<file path="src/rtl/cf_fft_addr_seq.sv">
// Radix-2 decimation-in-frequency FFT address sequencer.
// Walks stage s = 0..LOG2N-1 and butterfly b = 0..N/2-1. For each accepted
// advance it emits a registered (addr_a, addr_b, twiddle) triple, and it
// flags the final butterfly of each stage and the end of the transform.
module cf_fft_addr_seq #(
  parameter int unsigned LOG2N = 10,
  parameter int unsigned SW    = $clog2(LOG2N)
) (
  input  logic             clock_c,
  input  logic             reset,
  input  logic             start_i,
  input  logic             clear_i,
  input  logic             enable_i,
  output logic [SW-1:0]    stage_o,
  output logic [LOG2N-1:0] addr_a_o,
  output logic [LOG2N-1:0] addr_b_o,
  output logic [LOG2N-2:0] tw_o,
  output logic             valid_o,
  output logic             last_o,
  output logic             done_o,
  output logic             busy_o
);

  localparam logic [SW-1:0] S_MAX = SW'(LOG2N - 1);

  typedef enum logic [1:0] {
    ST_IDLE,
    ST_RUN,
    ST_DONE
  } state_e;

  state_e           state_q, state_d;
  logic [SW-1:0]    s_q, s_d;
  logic [LOG2N-2:0] b_q, b_d;
  logic             fin_q, fin_d;
  logic [SW-1:0]    stage_q, stage_d;
  logic [LOG2N-1:0] addr_a_q, addr_a_d;
  logic [LOG2N-1:0] addr_b_q, addr_b_d;
  logic [LOG2N-2:0] tw_q, tw_d;
  logic             valid_q, valid_d;
  logic             last_q, last_d;

  logic [SW-1:0]    p;
  logic [LOG2N-1:0] bit_p, low_mask, b_ext, low, ins_a, ins_b, tw_full;
  logic [LOG2N-2:0] tw_cur;

  // DIF address/twiddle for the current (s, b): insert a 0 at bit p = LOG2N-1-s
  always_comb begin
    p        = S_MAX - s_q;
    bit_p    = {{(LOG2N-1){1'b0}}, 1'b1} << p;
    low_mask = bit_p - LOG2N'(1);
    b_ext    = {1'b0, b_q};
    low      = b_ext & low_mask;
    ins_a    = ((b_ext & ~low_mask) << 1) | low;
    ins_b    = ins_a | bit_p;
    tw_full  = low << s_q;
    tw_cur   = tw_full[LOG2N-2:0];
  end

  // Next-state, loop counters and output-register inputs
  always_comb begin
    state_d  = state_q;
    s_d      = s_q;
    b_d      = b_q;
    fin_d    = fin_q;
    stage_d  = stage_q;
    addr_a_d = addr_a_q;
    addr_b_d = addr_b_q;
    tw_d     = tw_q;
    valid_d  = 1'b0;
    last_d   = 1'b0;
    if (clear_i) begin
      state_d = ST_IDLE;
      s_d     = '0;
      b_d     = '0;
      fin_d   = 1'b0;
    end else begin
      unique case (state_q)
        ST_IDLE: begin
          if (start_i) begin
            state_d = ST_RUN;
            s_d     = '0;
            b_d     = '0;
            fin_d   = 1'b0;
          end
        end
        ST_RUN: begin
          // fin_q marks that the final triple is on the outputs now; DONE
          // follows one cycle later so done_o never overlaps valid_o.
          if (fin_q) begin
            state_d = ST_DONE;
            fin_d   = 1'b0;
          end else if (enable_i) begin
            stage_d  = s_q;
            addr_a_d = ins_a;
            addr_b_d = ins_b;
            tw_d     = tw_cur;
            valid_d  = 1'b1;
            last_d   = (b_q == '1);
            if (b_q != '1) begin
              b_d = b_q + (LOG2N-1)'(1);
            end else if (s_q != S_MAX) begin
              b_d = '0;
              s_d = s_q + SW'(1);
            end else begin
              b_d   = '0;
              s_d   = '0;
              fin_d = 1'b1;
            end
          end
        end
        ST_DONE: begin
          if (start_i) begin
            state_d = ST_RUN;
            s_d     = '0;
            b_d     = '0;
            fin_d   = 1'b0;
          end else begin
            state_d = ST_IDLE;
          end
        end
        default: state_d = ST_IDLE;
      endcase
    end
  end

  // State, counter and output registers with synchronous reset
  always_ff @(posedge clock_c) begin
    if (reset) begin
      state_q  <= ST_IDLE;
      s_q      <= '0;
      b_q      <= '0;
      fin_q    <= 1'b0;
      stage_q  <= '0;
      addr_a_q <= '0;
      addr_b_q <= '0;
      tw_q     <= '0;
      valid_q  <= 1'b0;
      last_q   <= 1'b0;
    end else begin
      state_q  <= state_d;
      s_q      <= s_d;
      b_q      <= b_d;
      fin_q    <= fin_d;
      stage_q  <= stage_d;
      addr_a_q <= addr_a_d;
      addr_b_q <= addr_b_d;
      tw_q     <= tw_d;
      valid_q  <= valid_d;
      last_q   <= last_d;
    end
  end

  assign stage_o  = stage_q;
  assign addr_a_o = addr_a_q;
  assign addr_b_o = addr_b_q;
  assign tw_o     = tw_q;
  assign valid_o  = valid_q;
  assign last_o   = last_q;
  assign done_o   = (state_q == ST_DONE);
  assign busy_o   = (state_q == ST_RUN);

endmodule

</file>
<file path="config.mk">
export PLATFORM = sky130hd
export DESIGN_NAME = cf_fft_addr_seq
export DESIGN_NICKNAME = d
export VERILOG_FILES = /design/src/rtl/cf_fft_addr_seq.sv
export SDC_FILE = /design/constraint.sdc
export NUM_CORES = 1
export LEC_CHECK = 0
export BUFFER_PORTS_ARGS = -buffer_cell sky130_fd_sc_hd__buf_4
export CELL_PAD_IN_SITES_DETAIL_PLACEMENT = 0
export CELL_PAD_IN_SITES_GLOBAL_PLACEMENT = 2
export CORE_UTILIZATION = 30
export DETAILED_ROUTE_END_ITERATION = 10
export GPL_ROUTABILITY_DRIVEN = 1
export MAX_ROUTING_LAYER = met4
export PLACE_DENSITY = 0.72
export SLEW_MARGIN = 20
export SYNTH_ARGS = -nofsm -noshare
export SYNTH_HDL_FRONTEND = slang
export SYNTH_SLANG_ARGS = --single-unit
</file>
<file path="constraint.sdc">
create_clock -name clock_c -period 2.9 [get_ports clock_c]
set_input_delay 0.58 -clock clock_c [delete_from_list [all_inputs] [get_ports clock_c]]
set_output_delay 0.58 -clock clock_c [all_outputs]
set_load 0.05 [all_outputs]
</file>
==> metrics.yaml, run 1 <==
outcome:
  status: "finished, violations left"
  violations: "design-rule violations"
power:
  p_leak_nw: 1.33
  power.total_mw: 1.38
  irDropWorstVdd_uv: 190
  cellPowerDensity_nw_per_um2: 396
timing:
  final-setup-viol-count: 0
  finalMaxSlewViolations: 0
  slew_headroom_pct: 60.7
  rsz0062_at_grt: "false"
  min_period_over_period_pct: 93.1
  tightest_slew_ns: 0.589
  hold_violations: 0
  skew_ns: 0.00849
  max_freq_mhz: 371
  setup_tns_ns: 0
  holdWs_ns: 0.456
  period_needed_ns: 2.70
clocking:
  cts_max_level: 2
  clkTransAtPathRegs_ns: 0.10
  worstSkewPairLatency_ns: 0.31
  cts_root_buf: "clkbuf_8"
  cts_num_sinks: 51
  post-cts-setup-buffers: 0
  cts_inserted_buffers: 5
  cts_tree: "done"
  clockBufferDepth: 2
grt:
  overflow: 0
  antenna_found_initial: 0
  grt_pass1_wl_um: 13800
  grtUsageTotal_pct: 18.6
  grt_pass1_vias: 2510
  grt_max_degree: 38
synthesis:
  yosysSeqAreaShare_pct: 36.7
  synth.avg_cell_area_um2: 7.81
  synth_edf_count: 0
  synthArstFlopShare_pct: 0
  synth_seq_cells: 51
  synth_cell_types: 54
  syn-num-nets: 370
  synthCells: 356
  syn_area_um2: 2780
  ys_warn_count: 0
  synthFlopType: "dfxtp_1"
floorplan:
  fp.dieH_um: 98.2
  io_pins: 42
  fp.coreArea_um2: 8850
  start_util_pct: 31.4
  die_x_um: 98.2
  die_area_um2: 9650
  num_rows: 34
min_path:
  holdPathStages: 2
  min_to: "tw_o[4]$_SDFFE_PP0P_"
  min_from: "tw_o[4]$_SDFFE_PP0P_"
  hold_path.class: "flip-flop to flip-flop"
layout:
  layout_commonest_cell: "buf_4"
  multi_input_area_um2: 1650
  fin_nets: 419
  area_growth_pct: 25.5
  final_cell_count_no_fill: 514
  seq_area_um2: 1020
  drive_gt1_share_pct: 22.9
  most-common-layout-cells: "buf_4, dfxtp_1, nor2_1, nand2_1, a21oi_1"
  antennaDiodeCount: 0
  fillers: 948
routing:
  totalWireLength_um: 8430
  wl_per_cell_um: 16.4
  ant_nets: 0
  drc: 6
  drt_pass1_iterations: 7
  drt-initial-drc-count: 198
  avgViaCountPerCell: 5.27
  vias: 2709
critical_path:
  cp.arrival_ns: 2.96
  regToRegSetupSlack_ns: 0.20
  r2r_end: "tw_o[7]$_SDFFE_PP0P_"
  worstPathMaxFanout: 12
  start_kind: "flip-flop"
  worstSetupPathType: "flip-flop to flip-flop"
  cp.required_ns: 3.16
  crit_path_end_kind: "flip-flop"
  r2r-start: "s_q[1]$_SDFFE_PP0P_"
  r2r_cells: 10
place:
  portBuffers: 41
  numPlacedInstances: 506
  place.gp.congestion: 0.826
  hpwl_um: 6130
run:
  drv_cap: 0
[metal layers]
layer / GRT usage (%) / vias up / part of all wire, %
met2: 28.8 / 62 / 46
met5: - / - / 0
met3: 2.65 / 8 / 3.7
met1: 25.7 / 1254 / 49
li1: - / 1385 / -
met4: 4.02 / 0 / 1.0
[cells by family after synthesis]
| family | count (synthesis) | share of synthesized area (%) |
|---|---|---|
| DFF | 51 | 36.7 |
| and+or+nand+nor | 159 | 27.4 |
| buffers and inverters | 37 | 5.67 |
| xor gates and xnor gates | 8 | 2.52 |
| adders and majority gates | 9 | 4.05 |
| muxes | 3 | 1.08 |
| AOI/OAI and AO/OA | 89 | 22.5 |
[report_power, final]
part	internal (mW)	switching, mW
registers	0.708	0.00499
logic	0.0447	0.0934
clock network	0.280	0.249
[cell type report]
cell class	count	share of cell area, %
Clock inverter	2	1.00
Multi-Input combinational cell	268	47.2
Clock buffer	6	2.37
Tap cell	108	3.87
Inverter	11	1.29
Timing Repair Buffer	68	15.0
Sequential cell	51	29.3
[how the worst max path moves through the flow]
stage	slack, ns	end	cells after the start	startpoint
2_1_floorplan	0.003	tw_o[3]$_SDFFE_PP0P_	14	s_q[1]$_SDFFE_PP0P_
3_3_place_gp	0.14	tw_o[7]$_SDFFE_PP0P_	11	s_q[1]$_SDFFE_PP0P_
3_5_place_dp	0.07	tw_o[7]$_SDFFE_PP0P_	11	s_q[1]$_SDFFE_PP0P_
4_1_cts	0.02	tw_o[7]$_SDFFE_PP0P_	11	s_q[1]$_SDFFE_PP0P_
5_1_grt	0.006	tw_o[7]$_SDFFE_PP0P_	11	s_q[2]$_SDFFE_PP0P_
6_report	0.20	tw_o[7]$_SDFFE_PP0P_	10	s_q[1]$_SDFFE_PP0P_
[synth_stat cells (8+ instances only)]
cell type / number / area, um^2
nor2b_1: 8 / 50.1
a21oi_1: 22 / 110
a31oi_1: 9 / 56.3
a211oi_1: 9 / 67.6
dfxtp_1: 51 / 1020
nor3_1: 16 / 80.1
clkbuf_1: 21 / 78.8
o21ai_0: 15 / 75.1
ha_1: 9 / 113
nand2_1: 42 / 158
inv_1: 10 / 37.5
nand3_1: 16 / 80.1
nor2_1: 44 / 165
[critical path: stages (launching register included)]
cell and delay [ns]:
dfxtp_2 0.36, clkinvlp_4 0.08, buf_4 0.17, ha_1 0.19, buf_4 0.17, or4_4 0.52
a41oi_4 0.26, nand2_2 0.08, a32o_1 0.24, a2111oi_2 0.40, a22o_1 0.18
[through the flow]
stage,util [%],area [um^2],worst slack (ns)
final,39.4,3490,0.201
after global routing,39.4,3490,0.00623
after CTS,39.4,3480,0.0220
after detailed placement,38.0,3370,0.0731
after global placement,38.0,3370,0.136
after floorplan,-,2830,0.00291
[state kept, by name, indices dropped and copies added, names as in the netlist]
signal / count
addr_a_o: 10
addr_b_o: 10
b_q: 9
fin_q: 1
last_o: 1
s_q: 4
stage_o: 4
state_q: 2
tw_o: 9
valid_o: 1
[what timing repair did]
item / 4_1_cts / 5_1_grt
gates resized for setup: 0 / 3
hold buffers: 0 / 0
endpoints found under the setup margin: 0 / 6
No activity file was read; power rests on OpenSTA's default activity.
==> run 2: changes to the inputs <==
Settings changed: RECOVER_POWER set to 100.
==> run 2 against run 1 <==
The flow finishes with violations (design-rule violations, max-capacitance violations, max-slew violations); power shrank 0.82%; utilization is 2.0 points lower; critical path depth unchanged; critical path type unchanged.
==> metrics.yaml, run 2 (synthesized netlist as in run 1, its figures left out) <==
clocking:
  cts_inserted_buffers: 5  # unchanged
  clockBufferDepth: 2  # unchanged
  cts-resized-gates: 0  # unchanged
  worstSkewPairLatency_ns: 0.31  # about the same
  cts_num_sinks: 51  # unchanged
  clkTransAtPathRegs_ns: 0.10  # about the same
  post-cts-setup-buffers: 0  # unchanged
  cts_max_level: 2  # unchanged
  ctsHoldBuffers: 0  # unchanged
  cts_root_buf: "clkbuf_8"  # unchanged
  cts_tree: "done"  # unchanged
floorplan:
  die_x_um: 98.2  # unchanged
  start_util_pct: 31.4  # unchanged
  fp.coreArea_um2: 8850  # unchanged
  num_rows: 34  # unchanged
  io_pins: 42  # unchanged
  die_area_um2: 9650  # unchanged
  fp.dieH_um: 98.2  # unchanged
place:
  hpwl_um: 6130  # unchanged
  placed_cell_area_um2: 3370  # unchanged
  numPlacedInstances: 506  # unchanged
  place.gp.congestion: 0.826  # unchanged
  portBuffers: 41  # unchanged
grt:
  antenna_found_initial: 0  # unchanged
  overflow: 0  # unchanged
  grt_max_degree: 38  # unchanged
  grt_pass1_wl_um: 13800  # unchanged
  grt_pass1_vias: 2510  # unchanged
  grtUsageTotal_pct: 18.6  # unchanged
timing:
  finalMaxSlewViolations: 38  # was 0
  final-setup-viol-count: 0  # unchanged
  min_period_over_period_pct: 93.8  # was 93.1%
  rsz0062_at_grt: "false"  # unchanged
  period_needed_ns: 2.72  # was 2.70 ns
  tightest_slew_ns: 1.83  # was 0.589 ns
  slew_headroom_pct: -21.9  # was 60.7%
  skew_ns: 0.00936  # was 0.00849 ns
  setup_tns_ns: 0  # unchanged
  holdWs_ns: 0.455  # was 0.456 ns
  max_freq_mhz: 368  # was 371 MHz
  hold_violations: 0  # unchanged
layout:
  fin_nets: 419  # unchanged
  drive_gt1_share_pct: 12.3  # was 22.9%
  most-common-layout-cells: "dfxtp_1, nor2_1, nand2_1, clkbuf_1, buf_4"  # was buf_4, dfxtp_1, nor2_1, nand2_1, a21oi_1
  antennaDiodeCount: 0  # unchanged
  final_cell_count_no_fill: 514  # unchanged
  final_area_um2: 3310  # was 3490 um^2
  layout_commonest_cell: "dfxtp_1"  # was buf_4
  area_growth_pct: 19.2  # was 25.5%
run:
  drv_cap: 1  # was 0
critical_path:
  worstSetupPathType: "flip-flop to flip-flop"  # unchanged
  worstPathMaxFanout: 12  # unchanged
  slowest_stage: "or4_4"  # unchanged
  critical_path.max_stage_delay_ns: 0.52  # about the same
  path_cells: "clkinvlp_2, buf_4, ha_1, buf_4, or4_4, a41oi_4, nand2_2, a32o_1, or4_1, a21oi_1"  # was clkinvlp_4, buf_4, ha_1, buf_4, or4_4, a41oi_4, nand2_2, a32o_1, a2111oi_2, a22o_1
  start_kind: "flip-flop"  # unchanged
  crit_top_cell: "buf_4"  # unchanged
  cp.required_ns: 3.12  # was 3.16 ns
  crit_path_end_kind: "flip-flop"  # unchanged
  cp.arrival_ns: 2.94  # was 2.96 ns
power:
  power.total_mw: 1.37  # was 1.38 mW
  cellPowerDensity_nw_per_um2: 413  # was 396 nW/um^2
  irDropWorstVdd_uv: 188  # was 190 uV
  p_leak_nw: 1.15  # was 1.33 nW
routing:
  wl_per_cell_um: 16.4  # about the same
  drc: 4  # was 6
  avgViaCountPerCell: 5.30  # was 5.27
  totalWireLength_um: 8450  # was 8430 um
  drt_pass1_iterations: 9  # was 7
  vias: 2725  # was 2709
  ant_nets: 0  # unchanged
  drt-initial-drc-count: 161  # was 198
outcome:
  status: "finished, violations left"  # unchanged
  violations: "design-rule violations, max-capacitance violations, max-slew violations"  # was design-rule violations
min_path:
  hold_path.class: "flip-flop to flip-flop"  # unchanged
[run 2: cell types whose count changed in the layout (fill, tap and decap cells not counted)]
| cell | change |
|---|---|
| nor2b_1 | +1 |
| and4bb_2 | -1 |
| buf_4 | -43 |
| and4bb_1 | +1 |
| clkbuf_2 | +2 |
| clkbuf_1 | +41 |
| clkbuf_4 | +1 |
| clkinvlp_4 | -1 |
| clkinvlp_2 | +1 |
| buf_12 | -1 |
| nor2b_2 | -1 |
[run 2: cell type report]
cell class	count	area (um^2)
fill	971	5540
multi-input combinational	268	1640
sequential	51	1020
timing repair buffer	68	352
tap	108	135
clock buffer	6	82.6
inverter	11	42.5
clock inverter	2	35.0
[run 2: worst paths after layout]
path / from / endpoint / slack (ns) / depth (start not counted)
worst min register to register: tw_o[4]$_SDFFE_PP0P_ / tw_o[4]$_SDFFE_PP0P_ / 0.45 / 2
worst min-delay path: tw_o[4]$_SDFFE_PP0P_ / tw_o[4]$_SDFFE_PP0P_ / 0.45 / 2
worst max register to register: s_q[1]$_SDFFE_PP0P_ / tw_o[3]$_SDFFE_PP0P_ / 0.18 / 10
worst max-delay path: s_q[1]$_SDFFE_PP0P_ / tw_o[3]$_SDFFE_PP0P_ / 0.18 / 10
[run 2: stage by stage]
stage          utilization [%]  worst slack (ns)
2_1_floorplan                -           0.00291
3_3_place_gp              38.0             0.136
3_5_place_dp              38.0            0.0731
4_1_cts                   39.4            0.0220
5_1_grt                   37.4           0.00364
6_report                  37.4             0.179
[run 2: metal layers]
metal	track usage, %	share of wire [%]	wire length [um]	vias to the layer above
li1	-	-	-	1384
met1	25.7	49	4120	1268
met2	28.8	46	3860	65
met3	2.65	4.6	387	8
met4	4.02	1.0	87	0
met5	-	0	0	-
[run 2: critical path, delay by kind of cell (launching register included)]
kind                       cells  cell delay (ns)
and+or+nand+nor                3             1.01
AOI/OAI and AO/OA              3             0.63
buffers and inverters          3             0.46
DFF                            1             0.34
adders and majority gates      1             0.19
[run 2: power breakdown]
part	internal (mW)	total [mW]	leakage, nW	switching [mW]
sequential	0.708	0.713	0.412	0.00475
combinational	0.0363	0.129	0.678	0.0930
clock	0.280	0.527	0.0612	0.247
